**config.mk**
```make
export PLATFORM = sky130hd
export DESIGN_NAME = beat_sequencer_ctrl
export DESIGN_NICKNAME = d
export VERILOG_FILES = /design/src/rtl/beat_pkg.sv /design/src/rtl/tempo_divider.sv /design/src/rtl/beat_sequencer_ctrl.sv
export SDC_FILE = /design/constraint.sdc
export NUM_CORES = 1
export LEC_CHECK = 0
export ABC_AREA = 1
export BUFFER_PORTS_ARGS = -buffer_cell sky130_fd_sc_hd__buf_2
export CORE_AREA = 10 10 66 122
export CTS_CLUSTER_SIZE = 28
export DETAILED_ROUTE_END_ITERATION = 8
export DIE_AREA = 0 0 76 132
export PLACE_DENSITY = 0.83
export SLEW_MARGIN = 0
export SYNTH_ARGS = -nofsm -noshare
export SYNTH_HDL_FRONTEND = slang
export SYNTH_HIERARCHICAL = 1
export SYNTH_SLANG_ARGS = --single-unit
```
**constraint.sdc**
```tcl
create_clock -name clk -period 2.3 [get_ports clk]
set_clock_uncertainty 0.05 [all_clocks]
set_input_delay 0.46 -clock clk [delete_from_list [all_inputs] [get_ports clk]]
set_output_delay 0.46 -clock clk [all_outputs]
set_load 0.02 [all_outputs]
```
**src/rtl/beat_pkg.sv**
```systemverilog
// Shared types and constants for the beat sequencer: controller states,
// beat index width and tempo-select encodings.
package beat_pkg;

  typedef enum logic [1:0] {
    IDLE  = 2'd0,
    PLAY  = 2'd1,
    PAUSE = 2'd2
  } state_e;

  localparam int BEAT_W = 12;

  localparam logic [1:0] TEMPO_X1 = 2'd0;
  localparam logic [1:0] TEMPO_X2 = 2'd1;
  localparam logic [1:0] TEMPO_X4 = 2'd2;
  localparam logic [1:0] TEMPO_X8 = 2'd3;

endpackage

```
**src/rtl/tempo_divider.sv**
```systemverilog
// Clock-to-beat divider: counts clocks while enabled and flags the last clock
// of each beat, with the beat length scaled down by tempo_sel.
module tempo_divider #(
  parameter int BASE_DIV = 25_000_000,
  parameter int DIV_W    = 25
) (
  input  logic       clk,
  input  logic       rst_n,
  input  logic       en,
  input  logic       clr,
  input  logic [1:0] tempo_sel,
  output logic       tick
);
  localparam logic [DIV_W-1:0] BASE = DIV_W'(BASE_DIV);

  logic [DIV_W-1:0] div_cnt_q;
  logic [DIV_W-1:0] div_cnt_d;
  logic [DIV_W-1:0] limit_m1;

  assign limit_m1 = (BASE >> tempo_sel) - DIV_W'(1);
  // >= rather than == so a tempo speed-up mid-beat cannot skip past the end.
  assign tick     = en & (div_cnt_q >= limit_m1);

  always_comb begin
    div_cnt_d = div_cnt_q;
    if (clr) begin
      div_cnt_d = '0;
    end else if (en) begin
      div_cnt_d = tick ? '0 : div_cnt_q + DIV_W'(1);
    end
  end

  always_ff @(posedge clk or negedge rst_n) begin
    if (!rst_n) begin
      div_cnt_q <= '0;
    end else begin
      div_cnt_q <= div_cnt_d;
    end
  end

endmodule

```
**src/rtl/beat_sequencer_ctrl.sv**
```systemverilog
// Play/pause/stop/loop controller that steps the beat index on tempo ticks
// and gates the decoder AM flag into a play-qualified registered enable.
module beat_sequencer_ctrl
  import beat_pkg::*;
#(
  parameter int BASE_DIV = 25_000_000,
  parameter int BEAT_LEN = 64,
  parameter int DIV_W    = 25
) (
  input  logic              clk,
  input  logic              rst_n,
  input  logic              start,
  input  logic              pause,
  input  logic              stop,
  input  logic              loop_en,
  input  logic [1:0]        tempo_sel,
  input  logic              is_am,
  output logic [BEAT_W-1:0] ibeatNum,
  output logic              beat_tick,
  output logic              am_en,
  output logic              playing,
  output logic              paused,
  output logic              song_done
);
  localparam logic [BEAT_W-1:0] LAST_BEAT = BEAT_W'(BEAT_LEN - 1);

  state_e            state_q, state_d;
  logic [BEAT_W-1:0] beat_q, beat_d;
  logic              tick_q, tick_d;
  logic              done_q, done_d;
  logic              am_en_q, am_en_d;
  logic              div_en, div_clr, div_tick;

  tempo_divider #(
    .BASE_DIV (BASE_DIV),
    .DIV_W    (DIV_W)
  ) u_div (
    .clk       (clk),
    .rst_n     (rst_n),
    .en        (div_en),
    .clr       (div_clr),
    .tempo_sel (tempo_sel),
    .tick      (div_tick)
  );

  always_comb begin
    state_d = state_q;
    beat_d  = beat_q;
    tick_d  = 1'b0;
    done_d  = 1'b0;
    div_en  = 1'b0;
    div_clr = 1'b0;
    am_en_d = (state_q == PLAY) & is_am;
    case (state_q)
      IDLE: begin
        if (!stop && !pause && start) begin
          state_d = PLAY;
          beat_d  = '0;
          div_clr = 1'b1;
        end
      end
      PLAY: begin
        if (stop) begin
          state_d = IDLE;
          beat_d  = '0;
          div_clr = 1'b1;
        end else if (pause) begin
          // Divider left disabled: count and any due tick are held.
          state_d = PAUSE;
        end else begin
          div_en = 1'b1;
          if (div_tick) begin
            tick_d = 1'b1;
            if (beat_q < LAST_BEAT) begin
              beat_d = beat_q + BEAT_W'(1);
            end else begin
              beat_d = '0;
              if (!loop_en) begin
                state_d = IDLE;
                done_d  = 1'b1;
              end
            end
          end
        end
      end
      PAUSE: begin
        if (stop) begin
          state_d = IDLE;
          beat_d  = '0;
          div_clr = 1'b1;
        end else if (!pause && start) begin
          state_d = PLAY;
        end
      end
      default: begin
        state_d = IDLE;
        beat_d  = '0;
        div_clr = 1'b1;
      end
    endcase
  end

  always_ff @(posedge clk or negedge rst_n) begin
    if (!rst_n) begin
      state_q <= IDLE;
      beat_q  <= '0;
      tick_q  <= 1'b0;
      done_q  <= 1'b0;
      am_en_q <= 1'b0;
    end else begin
      state_q <= state_d;
      beat_q  <= beat_d;
      tick_q  <= tick_d;
      done_q  <= done_d;
      am_en_q <= am_en_d;
    end
  end

  assign ibeatNum  = beat_q;
  assign beat_tick = tick_q;
  assign song_done = done_q;
  assign am_en     = am_en_q;
  assign playing   = (state_q == PLAY);
  assign paused    = (state_q == PAUSE);

endmodule

```
==> Word-level counts from Yosys, hierarchy flattened <==
Index checks and enable logic that the tools add are counted.
{ "classes": {"addsub": 3, "order_cmp": 2, "n_eq_ne": 10, "shift": 1, "n_mux": 35, "bitwise": 2, "n_reduce_logical": 10} }
{ "op_table": {"columns": ["cell", "count"], "rows": [
  ["25-bit 2-to-1 mux", 3],
  ["12-bit 2-to-1 mux", 6],
  ["12-bit one-hot mux with 3 select lines", 1],
  ["25-bit by 1-bit adder with 25-bit output (second input constant)", 1],
  ["25-bit greater-or-equal comparator", 1],
  ["25-bit by 2-bit >> shifter with 25-bit output (first input constant)", 1],
  ["25-bit by 1-bit subtractor with 25-bit output (second input constant)", 1],
  ["2-bit 2-to-1 mux", 8],
  ["1-bit 2-to-1 mux", 15],
  ["12-bit by 1-bit adder with 12-bit output (second input constant)", 1],
  ["12-bit by 6-bit < comparator with 1-bit output (second input constant)", 1],
  ["4-bit inequality test (second input constant)", 2],
  ["3-bit by 2-bit inequality test with 1-bit output (second input constant)", 2],
  ["2-bit one-hot mux with 3 select lines", 1],
  ["5-bit AND reduction", 1],
  ["2-bit inequality test (second input constant)", 2],
  ["4-bit by 3-bit inequality test with 1-bit output (second input constant)", 1],
  ["4-bit AND reduction", 1],
  ["1-bit logical AND", 3],
  ["3-bit inequality test (second input constant)", 1],
  ["1-bit bitwise AND", 2],
  ["2-bit by 1-bit == test with 1-bit output (second input constant)", 1],
  ["2-bit == test (second input constant)", 1],
  ["1-bit logical NOT", 2],
  ["other kinds (4)", 4]
]} }
{ "word_totals": {"register_bits": 42, "inputBits": 9, "wordCells": 69} }

==> Depth between registers and ports, before layout <==
Gate-level depths: netlist (run 1).
{ "logic_depth": {"ltp_word": 8, "mapped_depth": 26, "depth_no_buf": 24} }

==> Modules after synthesis <==
Netlist (run 1), hierarchy kept.
{ "modules_own_cells": {"columns": ["mod", "instances", "cells_per_inst", "area_each_um2", "seq_area_each_um2"], "rows": [
  ["tempo_divider", 1, 377, 2334.7, 625.6],
  ["beat_sequencer_ctrl", 1, 122, 910.9, 425.4]
]} }

==> Worst setup path after synthesis (run 1) <==
Ideal clock, no wire load.
{ "synth_timing": {"path_type": "input port to flip-flop", "from": "in tempo_sel[1]", "to": "reg beat_q[0], in the netlist ibeatNum[0]", "setup_ps": 128, "arrival_ps": 2709, "setup_slack_ps": -587, "stages": 23, "n_path_buf": 3, "path_cell_list": "buf_6 > inv_2 > nor2_4 > inv_1 > ha_1 > ha_1 > nand2_1 > nor3_1 > nand2_1 > nor2_1 > nor2_1 > nand2_2 > nand2_4 > buf_6 > inv_1 > nand2_1 > nand2_1 > nand2_2 > nor2_4 > buf_6 > inv_2 > nand2_1 > o21ai_2"} }
{ "synth_between": {"elab_chain_cells": 6} }
{ "synth_lines": {"columns": ["item", "line", "source"], "rows": [
  ["start: declaration", "beat_sequencer_ctrl.sv:16", "input logic [1:0] tempo_sel,"],
  ["25-bit by 2-bit >> shifter with 25-bit output", "tempo_divider.sv:20", "assign limit_m1 = (BASE >> tempo_sel) - DIV_W'(1);"],
  ["25-bit by 1-bit subtractor with 25-bit output", "tempo_divider.sv:20", null],
  ["25-bit greater-or-equal comparator", "tempo_divider.sv:22", "assign tick = en & (div_cnt_q >= limit_m1);"],
  ["1-bit bitwise AND", "tempo_divider.sv:22", null],
  ["named net div_tick", "beat_sequencer_ctrl.sv:32", "logic div_en, div_clr, div_tick;"],
  ["3-bit by 2-bit inequality test with 1-bit output (no line)", null, null],
  ["4-bit AND reduction (no line)", null, null],
  ["end signal: assignment", "beat_sequencer_ctrl.sv:112", "beat_q <= beat_d;"],
  ["end: declaration", "beat_sequencer_ctrl.sv:28", "logic [BEAT_W-1:0] beat_q, beat_d;"]
]} }
The timed path passes the listed nets, and every way through them passes these cells.
A chain may end at the register's enable or synchronous reset.

==> Worst setup path after layout (run 1) <==
Ends and elaborated chain as after synthesis.

==> impl_metrics.csv, run 1 <==
group,metric,value,unit
cts,clockRootBuffer,"clkbuf_16",
final_layout,drive_gt1_share,23.0,%
route,routed_via_density,5.09,
logic_synthesis,syn-mean-instance-area,6.50,um2
route,drt_iter0_drc,179,
final_layout,antenna_cells,0,
timing,worst_slew_pin_slew,552,ps
cts,cts_max_level,2,
final_layout,design_area,0.00412,mm2
die,core_area,0.00606,mm2
route,avgRoutedWirePerCell,14.4,um
pwr,total_power,2640,uW
timing,finalCritPeriodShare,110,%
logic_synthesis,synthCells,499,
final_layout,n_fill_cell,515,
logic_synthesis,synth.most_common_cell,"nand2_1",
logic_synthesis,ys_seq_area_share,32.4,%
cts,cts-buffers-inserted,5,
timing,hold_violations,0,
setup_path,path_max_fanout,7,
die,pin_count,26,
pwr,p_int,1720,uW
pwr,p_leak,0.00217,uW
logic_synthesis,ys_async_sr_fraction,100,%
route,drc,0,
setup_path,worst_setup_path_end_kind,"flop",
logic_synthesis,synth_top_area_share,32.4,%
global_routing,grt_pass1_wl,15200,um
setup_path,reg2reg_depth,19,
pwr,power_density,640,mW/mm2
logic_synthesis,synth_seq_cells,42,
route,ant_nets,0,
global_routing,grt_pass1_vias,3358,
cts,ctsHoldBuffers,0,
cts,cts_max_path_buffers,2,
logic_synthesis,synth_commonest_cells,"183 x nand2_1, 82 x nor2_1, 64 x inv_1",
die,die_h,132,um
timing,rsz0062_at_grt,"yes",
final_layout,syn_to_final_growth,27.0,%
route,routed_wl,9370,um
die,die_w,76,um
global_routing,grt.overflow.total,0,
cts,clk_pin_slew,60,ps
cts,cts_tree,"done",
setup_path,required,2430,ps
logic_synthesis,synth.largest_area_cell,"dfrtp_1",
placed_design,dp.final_hpwl,7110,um
cts,clk_latency,290,ps
worst_hold_path,worstHoldPathType,"input pin to asynchronous set/reset pin",
setup_path,slowest_stage,"ha_4",
route,drt_first_pass_iters,4,
logic_synthesis,synth_edf_count,0,
pwr,p_clk_share,35.1,%
logic_synthesis,syn_area,0.00325,mm2
pwr,power_frac_comb,33.4,%
pwr,p_seq_share,31.5,%
die,initial_core_util,53.6,%
logic_synthesis,yosysWarnings,6,
placed_design,place_ws,-736,ps
timing,fin_ws,-228,ps
placed_design,port_buffers,25,
global_routing,grt_max_degree,43,
setup_path,arrival,2650,ps
pwr,swShare,34.7,%
global_routing,grt_usage,18.5,%
setup_path,crit_path_frequent_cell,"nand2_2",
die,dieArea,0.0100,mm2
placed_design,dp_cells,639,
final_layout,stdcell_count,650,
logic_synthesis,synth_area_leaders,"dfrtp_1 32%, nand2_1 21%, ha_1 10%, nor2_1 9.5%, inv_1 7.4%",
setup_path,path_cells,"buf_12 > inv_6 > nor2_4 > inv_2 > ha_4 > ha_4 > nand2_4 > nand3b_1 > nand3_2 > nand2_1 > nand2_1 > nand2_1 > nand2_2 > nand2_4 > inv_2 > nand2_2 > nand2_2 > nand2_2 > nor2_4 > buf_12 > inv_4 > nand2_2 > o21ai_2",
global_routing,antenna_found_initial,0,
timing,period_minus_slack,2530,ps
timing,worst_slew_margin_rel,63.2,%
route,dr_total_vias,3307,
outcome,violations,"setup timing",
placed_design,place.gp.congestion,1.03,
setup_path,max_stage_delay,270,ps
final_layout,final_nets,600,
timing,fmax,396,MHz
logic_synthesis,ys_types,31,
logic_synthesis,ys.flop_type,"dfrtp_1",
job,maxCapViolations,0,
setup_path,worstSetupPathType,"input pin to flop",
placed_design,postPlaceCellArea,0.00372,mm2
timing,final_max_slew_viol_count,0,
pwr,netSwitchingPower,914,uW
cts,cts_sinks,42,
timing,setup_violations,16,
die,rows,40,
outcome,status,"finished, violations left",
setup_path,critPathLaunchType,"input pin",
pwr,irDropWorstVdd,0.933,mV
==> layer usage <==
metal / share of wire, % / vias to the layer above / track usage [%]
met5: 0 / - / 0
met4: 6.7 / 0 / 14.0
met3: 3.7 / 46 / 2.94
met2: 55 / 113 / 35.4
met1: 34 / 1488 / 16.5
li1: - / 1660 / -
==> cell families after synthesis <==
| family | share of synthesized area [%] |
|---|---|
| simple gates | 39.4 |
| buf+inv | 10.1 |
| flops | 32.4 |
| compound gates | 5.44 |
| fa+ha+maj | 10.0 |
| xor+xnor | 2.43 |
| other cells | 0.231 |
==> cell usage in the layout, fill, tap and decap left out, types with 8 or more instances in the layout <==
cell type,count
inv_1,59
buf_4,41
nor2_1,76
buf_2,23
dfrtp_1,42
nand3_1,9
nor2_2,8
ha_1,23
o21ai_0,9
a21oi_1,14
nand2_2,16
nand2_1,169
==> metrics by stage <==
stage / hold WS (ps) / utilization, % / setup TNS [ps]
finish: 189 / 68.1 / -2640
global route: 238 / 68.1 / -6090
CTS: 212 / 67.6 / -1670
detailed placement: 446 / 61.4 / -19680
global placement: 438 / 61.4 / -16420
floorplan: 114 / - / -5830
==> flip-flops by register name, indices dropped and copies added, names as in the netlist <==
register,count
ibeatNum,12
beat_tick,1
state_q,2
song_done,1
u_div/div_cnt_q,25
am_en,1
==> power by group through the flow <==
stage | Clock (uW) | Sequential (uW) | Combinational [uW]
after floorplan | 0 | 849 | 517
after global placement | 0 | 836 | 733
after detailed placement | 0 | 841 | 758
after CTS | 936 | 828 | 847
after global routing | 970 | 835 | 966
final | 926 | 829 | 880
==> repair_timing <==
action / in CTS / in global routing
pin swaps: 15 / 14
cloned: 0 / 0
resized for setup: 36 / 12
buffers inserted: 4 / 1
setup endpoints to repair: 40 / 41
endpoints found under the hold margin: 0 / 0
==> worst paths after layout <==
check	from	end	slack [ps]
hold reg to reg	ibeatNum[6]	ibeatNum[6]	450
max in group asynchronous	rst_n	ibeatNum[9]	1630
min in group clk	is_am	am_en	330
setup reg to reg	u_div/div_cnt_q[8]	ibeatNum[0]	-130
hold / removal	rst_n	u_div/div_cnt_q[6]	190
setup / recovery	tempo_sel[1]	ibeatNum[0]	-230
==> layout make-up <==
type | count | area (um2) | share of cell area (%)
clock buffer | 5 | 125 | 3.04
timing repair buffer | 68 | 494 | 12.0
inverter | 68 | 265 | 6.44
clock inverter | 3 | 68.8 | 1.67
multi-input combinational | 380 | 2010 | 48.8
tap | 84 | 105 | 2.55
sequential | 42 | 1050 | 25.5
==> critical path, delay by kind of cell <==
| family | cells | cell delay [ps] |
|---|---|---|
| AND/OR/NAND/NOR | 14 | 1210 |
| adder cells (fa/ha/maj) | 2 | 490 |
| buffers and inverters | 6 | 410 |
| AO/OA/AOI/OAI | 1 | 50 |
Note: power is estimated with default switching activity, not from simulation.
==> inputs of run 2 (changes only) <==
CORE_AREA = 10 10 65 120   (was 10 10 66 122)
CTS_BUF_LIST = sky130_fd_sc_hd__clkbuf_8   (was default)
DIE_AREA = 0 0 75 130   (was 0 0 76 132)
PLACE_DENSITY = 0.85   (was 0.83)
==> run 2 against run 1 <==
The run still ends with setup timing left; total power shrank 17%; register-to-register slack improved by 80 ps; via count up 0.18%; sequential share of layout area rose by 0.41 points; utilization up 0.051 points; worst hold slack got worse by 31 ps; clock-buffer cell count is 1 higher; critical path type unchanged.
==> impl_metrics.csv, run 2 (synthesis results as in run 1) <==
group,metric,value,unit
route,dr_total_vias,3313,
final_layout,n_fill_cell,495,
timing,setup_violations,14,
timing,rsz0062_at_grt,"yes",
final_layout,stdcell_count,629,
pwr,power_density,536,mW/mm2
final_layout,antenna_cells,0,
placed_design,dp.final_hpwl,6830,um
pwr,p_leak,0.00211,uW
die,dieArea,0.00975,mm2
die,rows,40,
timing,period_minus_slack,2440,ps
placed_design,dp_cells,614,
global_routing,grt_pass1_vias,3462,
setup_path,crit_path_frequent_cell,"nand2_1",
final_layout,final_cell_mix,"167 x nand2_1, 72 x nor2_1, 57 x inv_1, 42 x dfrtp_1, 38 x buf_4",
timing,final_max_slew_viol_count,0,
setup_path,critPathLaunchType,"input pin",
cts,cts_tree,"done",
final_layout,fin_util,68.1,%
die,initial_core_util,54.5,%
placed_design,place.gp.congestion,1.02,
placed_design,port_buffers,25,
global_routing,grt.overflow.total,0,
route,routed_via_density,5.27,
die,core_area,0.00596,mm2
global_routing,grt_max_degree,43,
pwr,total_power,2180,uW
cts,clk_pin_slew,90,ps
route,routed_wl,9100,um
setup_path,max_stage_delay,250,ps
final_layout,final_nets,600,
route,ant_nets,0,
setup_path,arrival,2620,ps
global_routing,antenna_found_initial,0,
setup_path,required,2490,ps
final_layout,design_area,0.00406,mm2
route,drt_iter0_drc,159,
outcome,violations,"setup timing",
cts,cts_max_level,2,
cts,cts_max_path_buffers,2,
timing,fmax,410,MHz
cts,cts-buffers-inserted,5,
cts,cts_sinks,42,
setup_path,path_max_fanout,5,
job,maxCapViolations,0,
final_layout,top_register,"u_div/div_cnt_q",
pwr,irDropWorstVdd,0.678,mV
setup_path,worstSetupPathType,"input pin to flop",
final_layout,layout_commonest_cell,"nand2_1",
worst_hold_path,worstHoldPathType,"input pin to asynchronous set/reset pin",
cts,ctsHoldBuffers,0,
global_routing,grt_usage,20.2,%
setup_path,critPathTopFamily,"simple AND/OR/NAND/NOR gates",
die,die_w,75,um
die,die_h,130,um
timing,finalCritPeriodShare,106,%
timing,worst_slew_margin_rel,62.7,%
setup_path,path_cells,"buf_12 > buf_6 > nor2_4 > inv_2 > ha_4 > nand2_1 > nor2_2 > buf_4 > nand3_1 > nor3b_2 > nand2_1 > nor2_2 > nand2_2 > nand2_4 > inv_2 > nand2_2 > nand2_2 > nand2_4 > nor2_4 > nand2_1 > nand2_1 > nand2_1 > nor2_1",
cts,clockRootBuffer,"clkbuf_8",
setup_path,worst_setup_path_end_kind,"flop",
setup_path,slowest_stage,"ha_4",
timing,finalSetupTns,-1720,ps
final_layout,drive_gt1_share,24.7,%
route,drc,0,
route,avgRoutedWirePerCell,14.5,um
cts,clk_latency,310,ps
setup_path,crit_buf_inv,5,
timing,fin_ws,-138,ps
outcome,status,"finished, violations left",
timing,hold_violations,0,
final_layout,syn_to_final_growth,25.0,%
final_layout,largest_register_ffs,25,
die,pin_count,26,
route,drt_first_pass_iters,4,
global_routing,grt_pass1_wl,15300,um
placed_design,postPlaceCellArea,0.00366,mm2
timing,worst_slew_pin_slew,559,ps
[run 2: changes by cell type in the layout (fill, tap and decap cells not counted), moves of 3 or more]
cell	delta
nor2_4	+3
inv_2	+3
nor2_1	-4
clkbuf_16	-5
clkbuf_8	+6
buf_4	-3
buf_6	+3
[run 2: power breakdown]
part / internal [uW] / switching (uW) / leakage [uW]
logic: 284 / 568 / 0.00148
registers: 780 / 45.4 / 0.000583
clock network: 238 / 260 / 0.0000524
[run 2: layout make-up]
class	count	area, um2	area share [%]
Clock buffer	6	82.6	2.04
Sequential cell	42	1050	25.9
Tap cell	63	78.8	1.94
Multi-Input combinational cell	381	2090	51.4
Inverter	68	269	6.63
Timing Repair Buffer	67	480	11.8
Clock inverter	2	8.76	0.216
[run 2: through the flow]
| stage | hold slack [ps] | worst slack (ps) |
|---|---|---|
| finish | 158 | -138 |
| global placement | 436 | -525 |
| global route | 189 | -281 |
| CTS | 179 | -82.8 |
| detailed placement | 447 | -605 |
| floorplan | 114 | -489 |
[run 2: repair_timing]
action	4_1_cts	5_1_grt
pin swaps	33	24
endpoints found under the setup margin	19	40
cloned	1	0
buffers inserted	4	2
gates resized for setup	37	28
[run 2: path summary, 6_finish.rpt]
kind / startpoint / endpoint / slack (ps) / cells after the start
min in group clk: is_am / am_en / 290 / 3
max reg2reg: u_div/div_cnt_q[24] / ibeatNum[2] / -50 / 19
min reg2reg: ibeatNum[11] / ibeatNum[11] / 460 / 2
min: rst_n / u_div/div_cnt_q[12] / 160 / 2
max in group asynchronous: rst_n / u_div/div_cnt_q[23] / 1640 / 2
max: tempo_sel[1] / ibeatNum[2] / -140 / 23
[run 2: metal layers]
metal  part of all wire [%]  track usage (%)
met4                    6.1             15.4
met2                     57             37.6
met5                      0                0
met3                    3.8             3.04
met1                     33             18.4
==> inputs of run 3 (changes only) <==
BUFFER_PORTS_ARGS = default   (was -buffer_cell sky130_fd_sc_hd__buf_2)
CORE_AREA = 10 10 64 118   (was 10 10 65 120)
DIE_AREA = 0 0 74 128   (was 0 0 75 130)
DONT_BUFFER_PORTS = 1   (was default)
PLACE_DENSITY = 0.84   (was 0.85)
==> run 3 against run 2 <==
The flow still finishes with violations (setup timing); clock-buffer cell count down 1; non-clock buffer count down 20; register-to-register slack better by 20 ps; maximum frequency up 4.1%; die area down 2.9%; final cell count down 3.7%; sequential power up 2.5%; clock power up 19%; sequential share of layout area up 0.67 points; worst hold slack better by 42 ps; global-route usage down 0.22 points; critical path type unchanged.
==> impl_metrics.csv, run 3 (synthesis results as in run 1) <==
group,metric,value,unit
outcome,status,"finished, violations left",
outcome,violations,"setup timing",
final_layout,top_register,"u_div/div_cnt_q",
cts,cts_tree,"done",
worst_hold_path,worstHoldPathType,"input pin to flop",
placed_design,place.gp.congestion,0.989,
route,drt_iter0_drc,158,
route,ant_nets,0,
cts,cts_sinks,42,
die,die_h,128,um
cts,cts_max_level,2,
placed_design,dp.final_hpwl,6970,um
route,drc,0,
cts,clockRootBuffer,"clkbuf_8",
final_layout,stdcell_count,606,
die,rows,39,
global_routing,grt_max_degree,43,
cts,cts_max_path_buffers,2,
route,drt_first_pass_iters,4,
die,initial_core_util,56.8,%
timing,fin_ws,-43.0,ps
job,maxCapViolations,0,
setup_path,arrival,2540,ps
setup_path,crit_buf_inv,5,
setup_path,path_max_fanout,8,
setup_path,slowest_stage,"ha_4",
global_routing,grt_pass1_wl,14800,um
die,die_w,74,um
pwr,power_density,567,mW/mm2
setup_path,worst_setup_path_end_kind,"flop",
timing,finalCritPeriodShare,102,%
timing,setup_violations,12,
final_layout,layout_commonest_cell,"nand2_1",
global_routing,gr-usage-met1,17.2,%
timing,worst_slew_pin_slew,545,ps
die,dieArea,0.00947,mm2
placed_design,port_buffers,0,
global_routing,met2_usage,38.2,%
setup_path,max_stage_delay,260,ps
die,core_area,0.00571,mm2
setup_path,worstSetupPathType,"input pin to flop",
pwr,irDropWorstVdd,0.621,mV
timing,fmax,427,MHz
setup_path,critPathLaunchType,"input pin",
final_layout,largest_register_ffs,25,
timing,hold_violations,0,
route,routed_wl,9260,um
setup_path,path_depth,25,
global_routing,grt.overflow.total,0,
route,dr_total_vias,3218,
global_routing,antenna_found_initial,0,
timing,worst_slew_margin_rel,63.4,%
global_routing,grt_usage,20.0,%
timing,rsz0062_at_grt,"yes",
route,routed_via_density,5.31,
setup_path,crit_path_frequent_cell,"nand2_2",
route,avgRoutedWirePerCell,15.3,um
die,pin_count,26,
cts,cts-buffers-inserted,5,
cts,clk_pin_slew,90,ps
placed_design,dp_cells,589,
global_routing,grt_pass1_vias,3324,
final_layout,syn_to_final_growth,21.8,%
timing,period_minus_slack,2340,ps
setup_path,critPathTopFamily,"simple AND/OR/NAND/NOR gates",
final_layout,final_cell_mix,"171 x nand2_1, 74 x nor2_1, 61 x inv_1, 44 x buf_4, 42 x dfrtp_1",
final_layout,drive_gt1_share,20.6,%
timing,final_max_slew_viol_count,0,
setup_path,reg2reg_depth,19,
global_routing,top_usage_layer,"met2",
worst_hold_path,whs_path_depth,2,
pwr,total_power,2240,uW
pwr,p_leak,0.00200,uW
setup_path,required,2500,ps
cts,clk_latency,310,ps
final_layout,final_nets,579,
global_routing,grtUsageMet3,3.33,%
final_layout,antenna_cells,0,
-- run 3: cell types whose count changed in the layout (fill, tap and decap cells not counted), moves of 2 or more --
cell	previous run	this run
buf_2	23	0
buf_4	38	44
buf_6	4	0
ha_1	21	17
ha_4	5	9
inv_1	57	61
inv_2	9	6
nand2_1	167	171
nand2_4	5	2
nor2_1	72	74
nor2_4	8	6
-- run 3: path summary, 6_finish.rpt --
check,from,end,slack [ps]
hold reg to reg,u_div/div_cnt_q[1],u_div/div_cnt_q[1],490
min in group asynchronous,rst_n,ibeatNum[6],570
max in group asynchronous,rst_n,u_div/div_cnt_q[16],1420
setup reg to reg,u_div/div_cnt_q[10],ibeatNum[4],-30
hold / removal,is_am,am_en,200
setup / recovery,tempo_sel[1],ibeatNum[4],-40
-- run 3: what timing repair did --
item                       in CTS  in global routing
hold endpoints to repair       42                  0
setup buffers                   4                  4
pin swaps                       6                 23
resized for setup              12                 27
setup endpoints to repair      12                 30
hold buffers                    2                  0
-- run 3: power breakdown --
group          leakage, uW  internal [uW]  switching [uW]
Clock            0.0000556            320             273
Sequential        0.000583            780            67.4
Combinational      0.00136            292             510
-- run 3: final cells by class --
type	count	area (um2)
multi-input cells	380	2080
inverters	68	260
clock buffers	5	68.8
repair buffers	47	380
flip-flops and latches	42	1050
clock inverters	3	41.3
well taps	61	76.3
fillers	496	1760
-- run 3: worst reg2reg max path, cell delays in order (launching register included) --
cell	delay [ps]
dfrtp_1	390
ha_1	310
nand2_2	80
nor3_1	210
and2_1	160
nand2_1	50
nand2_1	80
nand2_1	60
nand2_2	90
nand2_4	50
inv_2	60
nand2_2	50
nand2_2	60
nand2_2	70
nor2_4	140
buf_12	130
nand3b_1	70
nand2_1	70
nand2_1	50
inv_1	40
-- run 3: through the flow --
step | instance area [um2] | util [%] | hold slack, ps | setup TNS (ps) | worst slack [ps]
2_1_floorplan | 3260 | - | 114 | -5830 | -489
3_3_place_gp | 3550 | 62.2 | 116 | -6340 | -365
3_5_place_dp | 3550 | 62.2 | 116 | -8190 | -429
4_1_cts | 3790 | 66.4 | 192 | -1.28 | -1.28
5_1_grt | 3950 | 69.3 | 208 | -1870 | -162
6_report | 3950 | 69.3 | 200 | -315 | -43.0
-- run 3: metal layers --
| metal | share of wire (%) | up-vias |
|---|---|---|
| met4 | 6.0 | 0 |
| met3 | 3.1 | 38 |
| met2 | 57 | 84 |
| met1 | 34 | 1488 |
| li1 | - | 1608 |
| met5 | 0 | - |
